--- src/rtl/booth_ctrl.sv ---
`default_nettype none
// ============================================================================
//  Module   : booth_ctrl
//  Purpose  : Sequencer for a radix-2 Booth multiplier datapath. Issues the
//             one-cycle strobes c0..c6 and the add/subtract select while it
//             walks load, N test/add/shift iterations and the result readout.
//  Revision : 1.0 - initial release
// ============================================================================
module booth_ctrl #(
    parameter int N     = 8,
    parameter int CNT_W = 3
) (
    input  logic clk,
    input  logic rst_b,
    input  logic start,
    input  logic q0,
    input  logic q_m1,
    output logic c0,
    output logic c1,
    output logic c2,
    output logic c3,
    output logic c4,
    output logic c5,
    output logic c6,
    output logic sub,
    output logic busy,
    output logic done
);

    typedef enum logic [3:0] {
        S_IDLE   = 4'd0,
        S_INIT   = 4'd1,
        S_LOAD_Q = 4'd2,
        S_TEST   = 4'd3,
        S_ADD    = 4'd4,
        S_SUB    = 4'd5,
        S_SHIFT  = 4'd6,
        S_OUT_A  = 4'd7,
        S_OUT_Q  = 4'd8,
        S_DONE   = 4'd9
    } state_t;

    // Counter value seen in the SHIFT of the final iteration
    localparam logic [CNT_W-1:0] CNT_LAST = CNT_W'(N - 1);

    state_t            state_q, state_d;
    logic [CNT_W-1:0]  cnt_q,   cnt_d;
    logic              start_q, start_d;

    logic c0_q, c1_q, c2_q, c3_q, c4_q, c5_q, c6_q, sub_q, busy_q, done_q;
    logic c0_d, c1_d, c2_d, c3_d, c4_d, c5_d, c6_d, sub_d, busy_d, done_d;

    // Next-state and iteration counter
    always_comb begin
        state_d = state_q;
        cnt_d   = cnt_q;
        case (state_q)
            S_IDLE:   if (start_q) state_d = S_INIT;
            S_INIT: begin
                cnt_d   = '0;
                state_d = S_LOAD_Q;
            end
            S_LOAD_Q: state_d = S_TEST;
            S_TEST: begin
                case ({q0, q_m1})
                    2'b10:   state_d = S_SUB;
                    2'b01:   state_d = S_ADD;
                    default: state_d = S_SHIFT;
                endcase
            end
            S_ADD:    state_d = S_SHIFT;
            S_SUB:    state_d = S_SHIFT;
            S_SHIFT: begin
                cnt_d   = cnt_q + 1'b1;
                state_d = (cnt_q == CNT_LAST) ? S_OUT_A : S_TEST;
            end
            S_OUT_A:  state_d = S_OUT_Q;
            S_OUT_Q:  state_d = S_DONE;
            S_DONE:   state_d = S_IDLE;
            default:  state_d = S_IDLE;
        endcase
    end

    // Start request is captured only on edges that land in IDLE, so requests
    // made while busy are dropped and a held start relaunches after one IDLE cycle
    always_comb begin
        start_d = start && (state_d == S_IDLE);
    end

    // Output strobes decoded from the next state so the registered outputs
    // line up exactly with the cycles spent in each state
    always_comb begin
        c0_d   = (state_d == S_INIT);
        c1_d   = (state_d == S_INIT);
        c2_d   = (state_d == S_LOAD_Q);
        c3_d   = (state_d == S_ADD) || (state_d == S_SUB);
        sub_d  = (state_d == S_SUB);
        c4_d   = (state_d == S_SHIFT);
        c5_d   = (state_d == S_OUT_A);
        c6_d   = (state_d == S_OUT_Q);
        done_d = (state_d == S_DONE);
        busy_d = (state_d != S_IDLE) && (state_d != S_DONE);
    end

    // State, counter and output registers with asynchronous clear
    always_ff @(posedge clk or negedge rst_b) begin
        if (!rst_b) begin
            state_q <= S_IDLE;
            cnt_q   <= '0;
            start_q <= 1'b0;
            c0_q    <= 1'b0;
            c1_q    <= 1'b0;
            c2_q    <= 1'b0;
            c3_q    <= 1'b0;
            c4_q    <= 1'b0;
            c5_q    <= 1'b0;
            c6_q    <= 1'b0;
            sub_q   <= 1'b0;
            busy_q  <= 1'b0;
            done_q  <= 1'b0;
        end else begin
            state_q <= state_d;
            cnt_q   <= cnt_d;
            start_q <= start_d;
            c0_q    <= c0_d;
            c1_q    <= c1_d;
            c2_q    <= c2_d;
            c3_q    <= c3_d;
            c4_q    <= c4_d;
            c5_q    <= c5_d;
            c6_q    <= c6_d;
            sub_q   <= sub_d;
            busy_q  <= busy_d;
            done_q  <= done_d;
        end
    end

    assign c0   = c0_q;
    assign c1   = c1_q;
    assign c2   = c2_q;
    assign c3   = c3_q;
    assign c4   = c4_q;
    assign c5   = c5_q;
    assign c6   = c6_q;
    assign sub  = sub_q;
    assign busy = busy_q;
    assign done = done_q;

endmodule
`default_nettype wire

--- config.mk ---
export PLATFORM = sky130hd
export DESIGN_NAME = booth_ctrl
export DESIGN_NICKNAME = d
export VERILOG_FILES = /design/src/rtl/booth_ctrl.sv
export SDC_FILE = /design/constraint.sdc
export NUM_CORES = 1
export LEC_CHECK = 0
export CORE_MARGIN = 1.5
export CORE_UTILIZATION = 44
export DETAILED_ROUTE_END_ITERATION = 10
export PLACE_DENSITY = 0.72
export REMOVE_ABC_BUFFERS = 1
export SLEW_MARGIN = 20
export SYNTH_ARGS = -nofsm -noshare
export SYNTH_HDL_FRONTEND = slang
export SYNTH_SLANG_ARGS = --single-unit
--- constraint.sdc ---
create_clock -name clk -period 1.14 [get_ports clk]
set_input_delay 0.114 -clock clk [delete_from_list [all_inputs] [get_ports clk]]
set_output_delay 0.114 -clock clk [all_outputs]
set_load 0.01 [all_outputs]
==> metrics.sh, run 1 <==
OUTCOME='complete, but fails checks'
FAILED_CHECKS='negative setup slack'
CRITPATHLAUNCH='state_q[3]'
END_KIND='register'
NUM_ANTENNA_CELLS=0
REGAREA_UM2=429
FINALWORSTPATHREQUIREDPERIOD_NS=1.27
SYNTH_AREA_PER_CELL_UM2=11.0
TIMING_HOLD_VIOLATIONS_FINAL=0
CRITICAL_PATH_REQUIRED_NS=1.31
TIGHTESTPINTRANSITION_NS=0.297
MULTI_INPUT_AREA_UM2=458
DP_HPWL_UM=1140
ROUTE.DETAILED.WL_PER_INST_UM=15.1
NETLIST_TOP_CELLS_AREA='sky130_fd_sc_hd__dfrtp_1 54%, sky130_fd_sc_hd__ha_1 4.8%, sky130_fd_sc_hd__a21oi_1 4.4%, sky130_fd_sc_hd__nor3_1 3.2%, sky130_fd_sc_hd__nand4bb_1 2.9%'
GRT_MAX_DEGREE=18
POST_CTS_HOLD_BUFFER_COUNT=0
WORSTPATHMAXFANOUT=6
CTS.SINKS=17
ROUTE.VIAS.TOTAL=695
POSTROUTEWIRELENGTH_UM=1960
PLACEABLECOREAREA_UM2=1710
YS_SEQ_AREA_FRAC=0.539
GRT_FIRST_PASS_WIRELENGTH_UM=2930
SYNTH_TOP_AREA_FRAC=0.539
FLOORPLAN.ROWS=15
WORST_PATH_MAX_STAGE_DELAY_NS=0.48
SYNTH_CELL_TYPES=28
POST-SYNTH-TOP-COUNT-CELL='sky130_fd_sc_hd__dfrtp_1'
POST_SYNTH_MOST_FREQUENT_CELLS='17 x sky130_fd_sc_hd__dfrtp_1, 7 x sky130_fd_sc_hd__a21oi_1, 6 x sky130_fd_sc_hd__nor2_1'
POWER_DENSITY_nW_PER_UM2=2540
TIMING.CRITICAL_PATH.FROM_TYPE='register'
FIN_SETUP_TNS_NS=-0.713
CTS.CLK_SLEW.WORST_PATHS_NS=0.10
FINCLKSKEW_NS=0.00932
FILLCELLCOUNT=103
TIMING.CRITICAL_PATH.SLOWEST_STAGE_CELL='sky130_fd_sc_hd__dfrtp_2'
GRT_SETUP_UNREPAIRED='yes'
CTS_TREE='yes'
IO_BUFFERS=14
MAX_CAP_VIOL_COUNT=0
INITIALDRTVIOLATIONCOUNT=22
CP_CELL_SEQUENCE='or3b_4 > a21oi_2 > nor2_1'
CRITICAL_REGISTER_TO_REGISTER_PATH_STARTPOINT='state_q[3]'
DIE_H_UM=45.4
MAX_SLEW_HEADROOM=0.801
FINAL_LAYOUT_SIZE_SUFFIX_GT1_FRAC=0.467
SETUP-VIOLATIONS-FINAL=11
DIE-AREA_UM2=2060
RR_ENDPOINT='cnt_q[0]'
TIMING.FMAX_MHz=786
CRIT_PATH_END='cnt_q[0]'
POSTLAYOUTCOREUTIL=0.739
SYNTHCELLS=72
GLOBAL_ROUTE.USAGE.TOTAL=0.199
VIASPERCELL=5.35
IO-PIN-COUNT=15
START_UTIL=0.462
DIE-WIDTH_UM=45.4
SLEW_VIOL_FINAL=0
CTS.HTREE.LEVELS=1
SYNTHTOLAYOUTAREAGROWTH_PCT=59.9
SYNTH_TOP_AREA_CELL='sky130_fd_sc_hd__dfrtp_1'
GRT_PASS1_VIAS=676
POSTSYNTH.ASYNCRESETSHARE=1.00
NUMBER_OF_CTS_INSERTED_BUFFERS=3
DRC=0
P_LEAK_nW=0.595
MIN-DELAY-PATH-CLASS='in -> async'
CLOCK_LATENCY_ON_THE_WORST_SKEW_PAIR_NS=0.29
GP_ROUTABILITY_CONGESTION=0.851
DRT-PASS1-ITER-COUNT=4
CLOCKROOTBUFFER='sky130_fd_sc_hd__clkbuf_4'
LAYOUT_SETUP_WS_NS=-0.132
WORST-SETUP-PATH-TYPE='reg -> reg'
ANTENNA_FOUND_INITIAL=0
FINAL_NET_COUNT=114
NETLIST_AREA_UM2=790
YS_FF_LATCH=17
PRE_CTS_SLACK_NS=-0.278
CLOCK_PATH_BUFFERS=2
YS_DOMINANT_REG_CELL='sky130_fd_sc_hd__dfrtp_1'
ANTENNA_VIOLATING_NETS_POST_ROUTE=0
GRT-OVFL-TOTAL=0
IRDROPWORSTVDD_V=0.00129
REG2REG_DEPTH=3
FINAL.PERIOD_UTILIZATION=1.12
YS.WARNINGS.COUNT=0
TIMING.CRITICAL_PATH.ARRIVAL_NS=1.44
NUMBER_OF_FLOPS_MAPPED_TO_ENABLE_CELLS_BY_YOSYS=0
SETUP.REG_TO_REG.WORST_SLACK_NS=-0.13
==> how the worst min path moves through the flow <==
| stage | startpoint | to | slack, ns |
|---|---|---|---|
| finish | rst_b | sub | 0.14 |
| global route | rst_b | sub | 0.15 |
| CTS | rst_b | sub | 0.14 |
| detailed placement | rst_b | cnt_q[0] | 0.45 |
| global placement | rst_b | c2 | 0.46 |
| floorplan | rst_b | busy | -0.18 |
==> sequential cells by signal, indices dropped and copies added (netlist names) <==
name / cells
c1: 1
c2: 1
cnt_q: 3
c4: 1
c6: 1
start_q: 1
c5: 1
c3: 1
state_q: 4
sub: 1
done: 1
busy: 1
==> cell type report <==
type	count	share of cell area
Inverter	3	0.00892
Clock inverter	1	0.00396
Sequential cell	17	0.340
Tap cell	25	0.0248
Clock buffer	3	0.0178
Multi-Input combinational cell	48	0.363
Timing Repair Buffer	33	0.242
==> power breakdown <==
group	internal (W)	total [W]	switching, W
Sequential	0.000806	0.000980	0.000175
Clock	0.000130	0.000315	0.000185
Combinational	0.00103	0.00192	0.000890
Total	0.00196	0.00321	0.00125
==> logic make-up (layout without fill, tap and decap cells) <==
| logic type | Yosys count | after routing | share of synthesized area |
|---|---|---|---|
| flip-flops | 17 | 17 | 0.539 |
| adder cells (fa/ha/maj) | 3 | 3 | 0.0475 |
| multiplexers | 2 | 2 | 0.0254 |
| AO/OA/AOI/OAI | 15 | 15 | 0.127 |
| AND/OR/NAND/NOR | 28 | 28 | 0.216 |
| buffers and inverters | 7 | 40 | 0.0460 |
==> critical path, delay by kind of cell (launching register included) <==
kind / cells / cell delay [ns]
flip-flops: 1 / 0.48
AND/OR/NAND/NOR: 2 / 0.52
AO/OA/AOI/OAI: 1 / 0.15
==> layer usage <==
layer | vias to the layer above | part of all wire | track usage
li1 | 329 | - | -
met1 | 322 | 0.41 | 0.254
met2 | 36 | 0.50 | 0.309
met3 | 8 | 0.057 | 0.0280
met4 | 0 | 0.028 | 0.135
met5 | - | 0 | 0
==> cells in the final DEF, fill, tap and decap left out, types with 2 or more instances in the layout <==
master | Yosys | final
sky130_fd_sc_hd__inv_1 | 3 | 2
sky130_fd_sc_hd__nand2b_4 | 0 | 2
sky130_fd_sc_hd__nor3_1 | 5 | 2
sky130_fd_sc_hd__nor3_2 | 0 | 2
sky130_fd_sc_hd__buf_6 | 0 | 6
sky130_fd_sc_hd__o22ai_1 | 2 | 2
sky130_fd_sc_hd__dlygate4sd2_1 | 0 | 10
sky130_fd_sc_hd__a211oi_2 | 1 | 2
sky130_fd_sc_hd__buf_4 | 2 | 12
sky130_fd_sc_hd__a21oi_1 | 7 | 2
sky130_fd_sc_hd__dfrtp_2 | 0 | 3
sky130_fd_sc_hd__dfrtp_1 | 17 | 14
sky130_fd_sc_hd__mux2i_1 | 2 | 2
sky130_fd_sc_hd__nor2_1 | 6 | 5
sky130_fd_sc_hd__clkdlybuf4s50_1 | 0 | 4
sky130_fd_sc_hd__nor2b_1 | 2 | 2
sky130_fd_sc_hd__clkbuf_4 | 0 | 3
sky130_fd_sc_hd__a21oi_2 | 0 | 4
==> metrics by stage <==
stage,hold slack [ns],instances,instance area (µm²),total power (W)
2_1_floorplan,-0.182,68,764,0.00163
3_3_place_gp,0.456,120,1030,0.00223
3_5_place_dp,0.455,120,1030,0.00227
4_1_cts,0.140,128,1150,0.00282
5_1_grt,0.145,130,1260,0.00341
6_report,0.141,130,1260,0.00321
==> repair_timing <==
| action | in CTS | in global routing |
|---|---|---|
| endpoints found under the setup margin | 23 | 13 |
| pin swaps | 12 | 7 |
| resized for setup | 34 | 12 |
| setup buffers | 5 | 2 |
No activity file was read; power rests on OpenSTA's default activity.
==> run 2: changes to the inputs <==
--- a/config.mk
+++ b/config.mk
@@ -9,6 +9,7 @@
 export CORE_UTILIZATION = 44
 export DETAILED_ROUTE_END_ITERATION = 10
 export PLACE_DENSITY = 0.72
+export RECOVER_POWER = 100
 export REMOVE_ABC_BUFFERS = 1
 export SLEW_MARGIN = 20
 export SYNTH_ARGS = -nofsm -noshare
==> run 2 against run 1 <==
The run still ends with negative setup slack left; clock power hardly changed; first-iteration DRC count did not move; worst hold slack improved by 0.23 ns; flip-flop and latch count did not move; sequential power hardly changed; combinational power about the same; clock skew about the same; sequential share of layout area up 0.10 points; largest cell class unchanged; highest routed layer unchanged.
==> metrics.sh, run 2 (synthesized netlist as in run 1, its figures left out) <==
OUTCOME='complete, but fails checks'
FAILED_CHECKS='negative setup slack'
LAYOUT_COMMONEST_CELL='sky130_fd_sc_hd__dfrtp_1'
CP_CELL_SEQUENCE='or3b_4 > a21oi_2 > nor2_1'
POWER_DENSITY_nW_PER_UM2=2550
GRT-OVFL-TOTAL=0
FINALPOWER_W=0.00321
DRC=0
TIMING_HOLD_VIOLATIONS_FINAL=0
DP_HPWL_UM=1140
ANTENNA_VIOLATING_NETS_POST_ROUTE=0
CTS.SINKS=17
GRT_PASS1_VIAS=676
TIMING.CRITICAL_PATH.SLOWEST_STAGE_CELL='sky130_fd_sc_hd__dfrtp_2'
MAX_SLEW_HEADROOM=0.422
SYNTHTOLAYOUTAREAGROWTH_PCT=59.4
PLACEABLECOREAREA_UM2=1710
VIASPERCELL=5.35
START_UTIL=0.462
INITIALDRTVIOLATIONCOUNT=22
DIE-WIDTH_UM=45.4
FINAL_CELL_MIX='14 x sky130_fd_sc_hd__dfrtp_1, 11 x sky130_fd_sc_hd__buf_4, 10 x sky130_fd_sc_hd__dlygate4sd2_1'
FLOORPLAN.ROWS=15
TIMING.CRITICAL_PATH.FROM_TYPE='register'
NUMBER_OF_CTS_INSERTED_BUFFERS=3
WORSTPATHMAXFANOUT=6
POSTLAYOUTCOREUTIL=0.737
WORST-SETUP-PATH-TYPE='reg -> reg'
LAYOUT_SETUP_WS_NS=-0.140
SETUP.REG_TO_REG.WORST_SLACK_NS=-0.14
REG2REG_DEPTH=3
MIN-DELAY-PATH-CLASS='in -> reg'
POST_CTS_HOLD_BUFFER_COUNT=0
MAX_CAP_VIOL_COUNT=0
RR_ENDPOINT='cnt_q[0]'
IRDROPWORSTVDD_V=0.00129
PLACE_INST=120
CTS.CLK_SLEW.WORST_PATHS_NS=0.10
ROUTE.VIAS.TOTAL=695
GP_ROUTABILITY_CONGESTION=0.851
FINALNONFILLERCELLS=130
GRT_MAX_DEGREE=18
GRT_FIRST_PASS_WIRELENGTH_UM=2930
CRITPATHLAUNCH='state_q[3]'
END_KIND='register'
TIMING.FMAX_MHz=781
ANTENNA_FOUND_INITIAL=0
TIGHTESTPINTRANSITION_NS=0.868
GLOBAL_ROUTE.USAGE.TOTAL=0.199
SETUP-VIOLATIONS-FINAL=11
GRT_SETUP_UNREPAIRED='yes'
FINAL_LAYOUT_SIZE_SUFFIX_GT1_FRAC=0.457
IO_BUFFERS=14
FINAL_NET_COUNT=114
FLIP_FLOP_COUNT_OF_THE_LARGEST_REGISTER_AFTER_LAYOUT=4
SLEW_VIOL_FINAL=0
ROUTE.DETAILED.WL_PER_INST_UM=15.2
CLOCK_PATH_BUFFERS=2
NUM_ANTENNA_CELLS=0
REGISTER_NAME_WITH_THE_MOST_FLOPS='state_q'
CLOCK_LATENCY_ON_THE_WORST_SKEW_PAIR_NS=0.29
HOLD_START='start'
FINCLKSKEW_NS=0.00925
CRIT_PATH_END='cnt_q[0]'
WORST_PATH_MAX_STAGE_DELAY_NS=0.48
DRT-PASS1-ITER-COUNT=4
FINALWORSTPATHREQUIREDPERIOD_NS=1.28
CLOCKROOTBUFFER='sky130_fd_sc_hd__clkbuf_4'
TIMING.CRITICAL_PATH.ARRIVAL_NS=1.45
CTS_TREE='yes'
POSTROUTEWIRELENGTH_UM=1980
DIE_H_UM=45.4
CTS.HTREE.LEVELS=1
CRITICAL_PATH_REQUIRED_NS=1.31
IO-PIN-COUNT=15
P_LEAK_nW=0.591
REG_TOP3='state_q x4, cnt_q x3'
CRITICAL_REGISTER_TO_REGISTER_PATH_STARTPOINT='state_q[3]'
DIE-AREA_UM2=2060
FINAL.PERIOD_UTILIZATION=1.12
## run 2: changes by cell type in the layout (fill, tap and decap cells not counted)
cell / previous run / this run
sky130_fd_sc_hd__buf_4: 12 / 11
sky130_fd_sc_hd__clkbuf_1: 0 / 1
## run 2: layout make-up
type	instances	area, µm²
repair buffers	33	302
clock inverters	1	5.00
clock buffers	3	22.5
fillers	103	449
well taps	25	31.3
inverters	3	11.3
flip-flops and latches	17	429
multi-input cells	48	458
## run 2: report_power, final
| group | leakage [nW] | internal (W) | total, W | switching, W |
|---|---|---|---|---|
| Sequential | 0.218 | 0.000806 | 0.000981 | 0.000176 |
| Combinational | 0.355 | 0.00103 | 0.00192 | 0.000891 |
| Clock | 0.0177 | 0.000130 | 0.000316 | 0.000185 |
## run 2: what timing repair did
action                                  CTS  global route
endpoints found under the setup margin   23            13
pin swaps                                12             7
resized for setup                        34            12
setup buffers                             5             2
## run 2: worst max-delay path: cells and delay by family, from the launching register on
family | cells | cell delay, ns
flip-flops | 1 | 0.48
AO/OA/AOI/OAI | 1 | 0.15
AND/OR/NAND/NOR | 2 | 0.52
## run 2: how the worst min path moves through the flow
stage,end,depth (start not counted)
after floorplan,busy,0
after global placement,c2,2
after detailed placement,cnt_q[0],2
after CTS,sub,2
after global routing,start_q,2
final,start_q,2
## run 2: per-stage QoR
stage	TNS (ns)	instance area, µm²	worst slack (ns)	hold slack [ns]
after floorplan	-0.534	764	-0.118	-0.182
final	-0.743	1260	-0.140	0.368
after detailed placement	-1.61	1030	-0.278	0.455
after global routing	-1.40	1260	-0.153	0.362
after CTS	-0.524	1150	-0.0980	0.140
after global placement	-1.38	1030	-0.225	0.456
## run 2: per-layer routing
metal / GRT usage / part of all wire
met3: 0.0280 / 0.059
met4: 0.135 / 0.028
met1: 0.254 / 0.41
met2: 0.309 / 0.50
met5: 0 / 0
==> run 3: changes to the inputs <==
--- a/config.mk
+++ b/config.mk
@@ -8,7 +8,7 @@
 export CORE_MARGIN = 1.5
 export CORE_UTILIZATION = 44
 export DETAILED_ROUTE_END_ITERATION = 10
-export PLACE_DENSITY = 0.72
+export PLACE_DENSITY = 0.8
 export RECOVER_POWER = 100
 export REMOVE_ABC_BUFFERS = 1
 export SLEW_MARGIN = 20
==> run 3 against run 2 <==
The run still ends with negative setup slack left; flip-flop and latch count unchanged; core utilization decreased by 3.4 points; register-to-register slack got worse by 0.02 ns; sequential power about the same; first-iteration DRC count decreased by 82%; setup slack got worse by 0.024 ns; die area unchanged; clock power increased by 4%; critical endpoint unchanged; largest cell class unchanged.
==> metrics.sh, run 3 (synthesized netlist as in run 1, its figures left out) <==
GRT_PASS1_VIAS=609
FINAL_LAYOUT_SIZE_SUFFIX_GT1_FRAC=0.422
LAYOUT_SETUP_WS_NS=-0.164
CLOCK_LATENCY_ON_THE_WORST_SKEW_PAIR_NS=0.29
FAILED_CHECKS='negative setup slack'
TIMING.CRITICAL_PATH.FROM_TYPE='register'
TIMING.CRITICAL_PATH.ARRIVAL_NS=1.49
NUM_ANTENNA_CELLS=0
VIASPERCELL=5.20
OUTCOME='complete, but fails checks'
ANTENNA_VIOLATING_NETS_POST_ROUTE=0
GRT_SETUP_UNREPAIRED='yes'
PLACE_AREA_UM2=1030
GRT_MAX_DEGREE=18
REG_TOP3='state_q x4, cnt_q x3'
CP_NUM_CELLS=5
RR_ENDPOINT='cnt_q[0]'
DRC=0
CTS.CLK_SLEW.WORST_PATHS_NS=0.10
CTS.HTREE.LEVELS=1
REG2REG_DEPTH=5
POSTROUTEWIRELENGTH_UM=1950
SETUP.REG_TO_REG.WORST_SLACK_NS=-0.16
FINCLKSKEW_NS=0.00294
CRITPATHBUFINV=2
SETUP-VIOLATIONS-FINAL=10
WORSTPATHMAXFANOUT=5
ROUTE.DETAILED.WL_PER_INST_UM=15.3
MULTI_INPUT_AREA_UM2=438
WORST-SETUP-PATH-TYPE='reg -> reg'
POWER.SEQUENTIAL.FRACTION=0.330
SYNTHTOLAYOUTAREAGROWTH_PCT=52.0
TIMING.FMAX_MHz=767
COMB_POWER_SHARE=0.559
INITIALDRTVIOLATIONCOUNT=4
FINISH.INSTANCE_AREA_UM2=1200
REGISTER_NAME_WITH_THE_MOST_FLOPS='state_q'
LAYOUT_COMMONEST_CELL='sky130_fd_sc_hd__dfrtp_1'
P_LEAK_nW=0.563
FINAL_NET_COUNT=111
DP_HPWL_UM=1150
DIE-WIDTH_UM=45.4
START_UTIL=0.462
CP_CELL_SEQUENCE='buf_6 > buf_4 > nor3b_4 > mux2i_1 > nor2_1'
CLOCK_PATH_BUFFERS=2
FINAL_CELL_MIX='14 x sky130_fd_sc_hd__dfrtp_1, 10 x sky130_fd_sc_hd__dlygate4sd2_1, 10 x sky130_fd_sc_hd__buf_4'
HOLD_PATH_END='start_q'
POWER.NET_SWITCHING_W=0.00117
FILLCELLCOUNT=115
SLEW_VIOL_FINAL=0
PLACE_INST=120
FINAL.PERIOD_UTILIZATION=1.14
WORST_PATH_MAX_STAGE_DELAY_NS=0.47
FLIP_FLOP_COUNT_OF_THE_LARGEST_REGISTER_AFTER_LAYOUT=4
GLOBAL_ROUTE.USAGE.TOTAL=0.184
TIMING_HOLD_VIOLATIONS_FINAL=0
MAX_CAP_VIOL_COUNT=0
GP_ROUTABILITY_CONGESTION=0.781
ROUTE.VIAS.TOTAL=661
CRITICAL_REGISTER_TO_REGISTER_PATH_STARTPOINT='state_q[2]'
CLOCKROOTBUFFER='sky130_fd_sc_hd__clkbuf_4'
MAX_SLEW_HEADROOM=0.389
FINALNONFILLERCELLS=127
HOLD_START='start'
IO-PIN-COUNT=15
IO_BUFFERS=14
NUMBER_OF_CTS_INSERTED_BUFFERS=3
REGAREA_UM2=429
IRDROPWORSTVDD_V=0.00147
GRT-OVFL-TOTAL=0
ANTENNA_FOUND_INITIAL=0
TIGHTESTPINTRANSITION_NS=0.917
GRT_FIRST_PASS_WIRELENGTH_UM=2640
CTS_TREE='yes'
CLOCK_POWER_SHARE=0.111
PLACEABLECOREAREA_UM2=1710
SWSHARE=0.393
DIE_H_UM=45.4
CRITICAL_PATH_REQUIRED_NS=1.32
FINALWORSTPATHREQUIREDPERIOD_NS=1.30
POWER_DENSITY_nW_PER_UM2=2470
END_KIND='register'
CRITPATHTOPFAMILY='flip-flops'
CTS.SINKS=17
DRT-PASS1-ITER-COUNT=4
DIE-AREA_UM2=2060
FLOORPLAN.ROWS=15
TIMING.CRITICAL_PATH.SLOWEST_STAGE_CELL='sky130_fd_sc_hd__dfrtp_2'
HOLD-PATH-CELL-COUNT=2
MIN-DELAY-PATH-CLASS='in -> reg'
POWER_REPORT.INTERNAL_TOTAL_W=0.00180
==> run 3: area by class of cell <==
type	count	area share
clock buffers	3	0.0188
flip-flops and latches	17	0.358
multi-input cells	48	0.365
well taps	25	0.0261
repair buffers	30	0.219
inverters	3	0.00938
clock inverters	1	0.00417
==> run 3: timing repair <==
| action | in CTS | in global routing |
|---|---|---|
| gates resized for setup | 25 | 16 |
| pin swaps | 9 | 10 |
| buffers inserted | 3 | 1 |
| hold endpoints to repair | 0 | 0 |
| hold buffers | 0 | 0 |
| endpoints found under the setup margin | 22 | 12 |
==> run 3: worst max path at each step <==
stage	from	end	slack (ns)
final	state_q[2]	cnt_q[0]	-0.16
after detailed placement	q_m1	c4	-0.29
after CTS	state_q[3]	c5	-0.09
after global placement	q_m1	c4	-0.24
after floorplan	state_q[1]	state_q[3]	-0.12
after global routing	state_q[2]	cnt_q[0]	-0.22
==> run 3: stage by stage <==
step | TNS [ns] | worst slack [ns] | total power, W | hold WS (ns) | utilization
after floorplan | -0.534 | -0.118 | 0.00163 | -0.182 | -
final | -0.884 | -0.164 | 0.00297 | 0.370 | 0.703
after detailed placement | -1.80 | -0.293 | 0.00226 | 0.451 | 0.605
after global placement | -1.53 | -0.236 | 0.00219 | 0.451 | 0.605
after CTS | -0.547 | -0.0857 | 0.00265 | 0.128 | 0.647
after global routing | -1.42 | -0.222 | 0.00316 | 0.379 | 0.703
==> run 3: per-layer routing <==
layer,share of wire,global-route usage,vias up
met5,0,0,-
met3,0.030,0.0400,6
li1,-,-,318
met4,0.033,0.0941,0
met2,0.50,0.303,17
met1,0.44,0.224,320
==> run 3: power groups by stage <==
stage | Combinational (W) | Clock, W | Sequential [W]
finish | 0.00166 | 0.000329 | 0.000979
global route | 0.00180 | 0.000364 | 0.00100
detailed placement | 0.00130 | 0 | 0.000957
CTS | 0.00137 | 0.000327 | 0.000955
floorplan | 0.000587 | 0 | 0.00105
global placement | 0.00124 | 0 | 0.000947
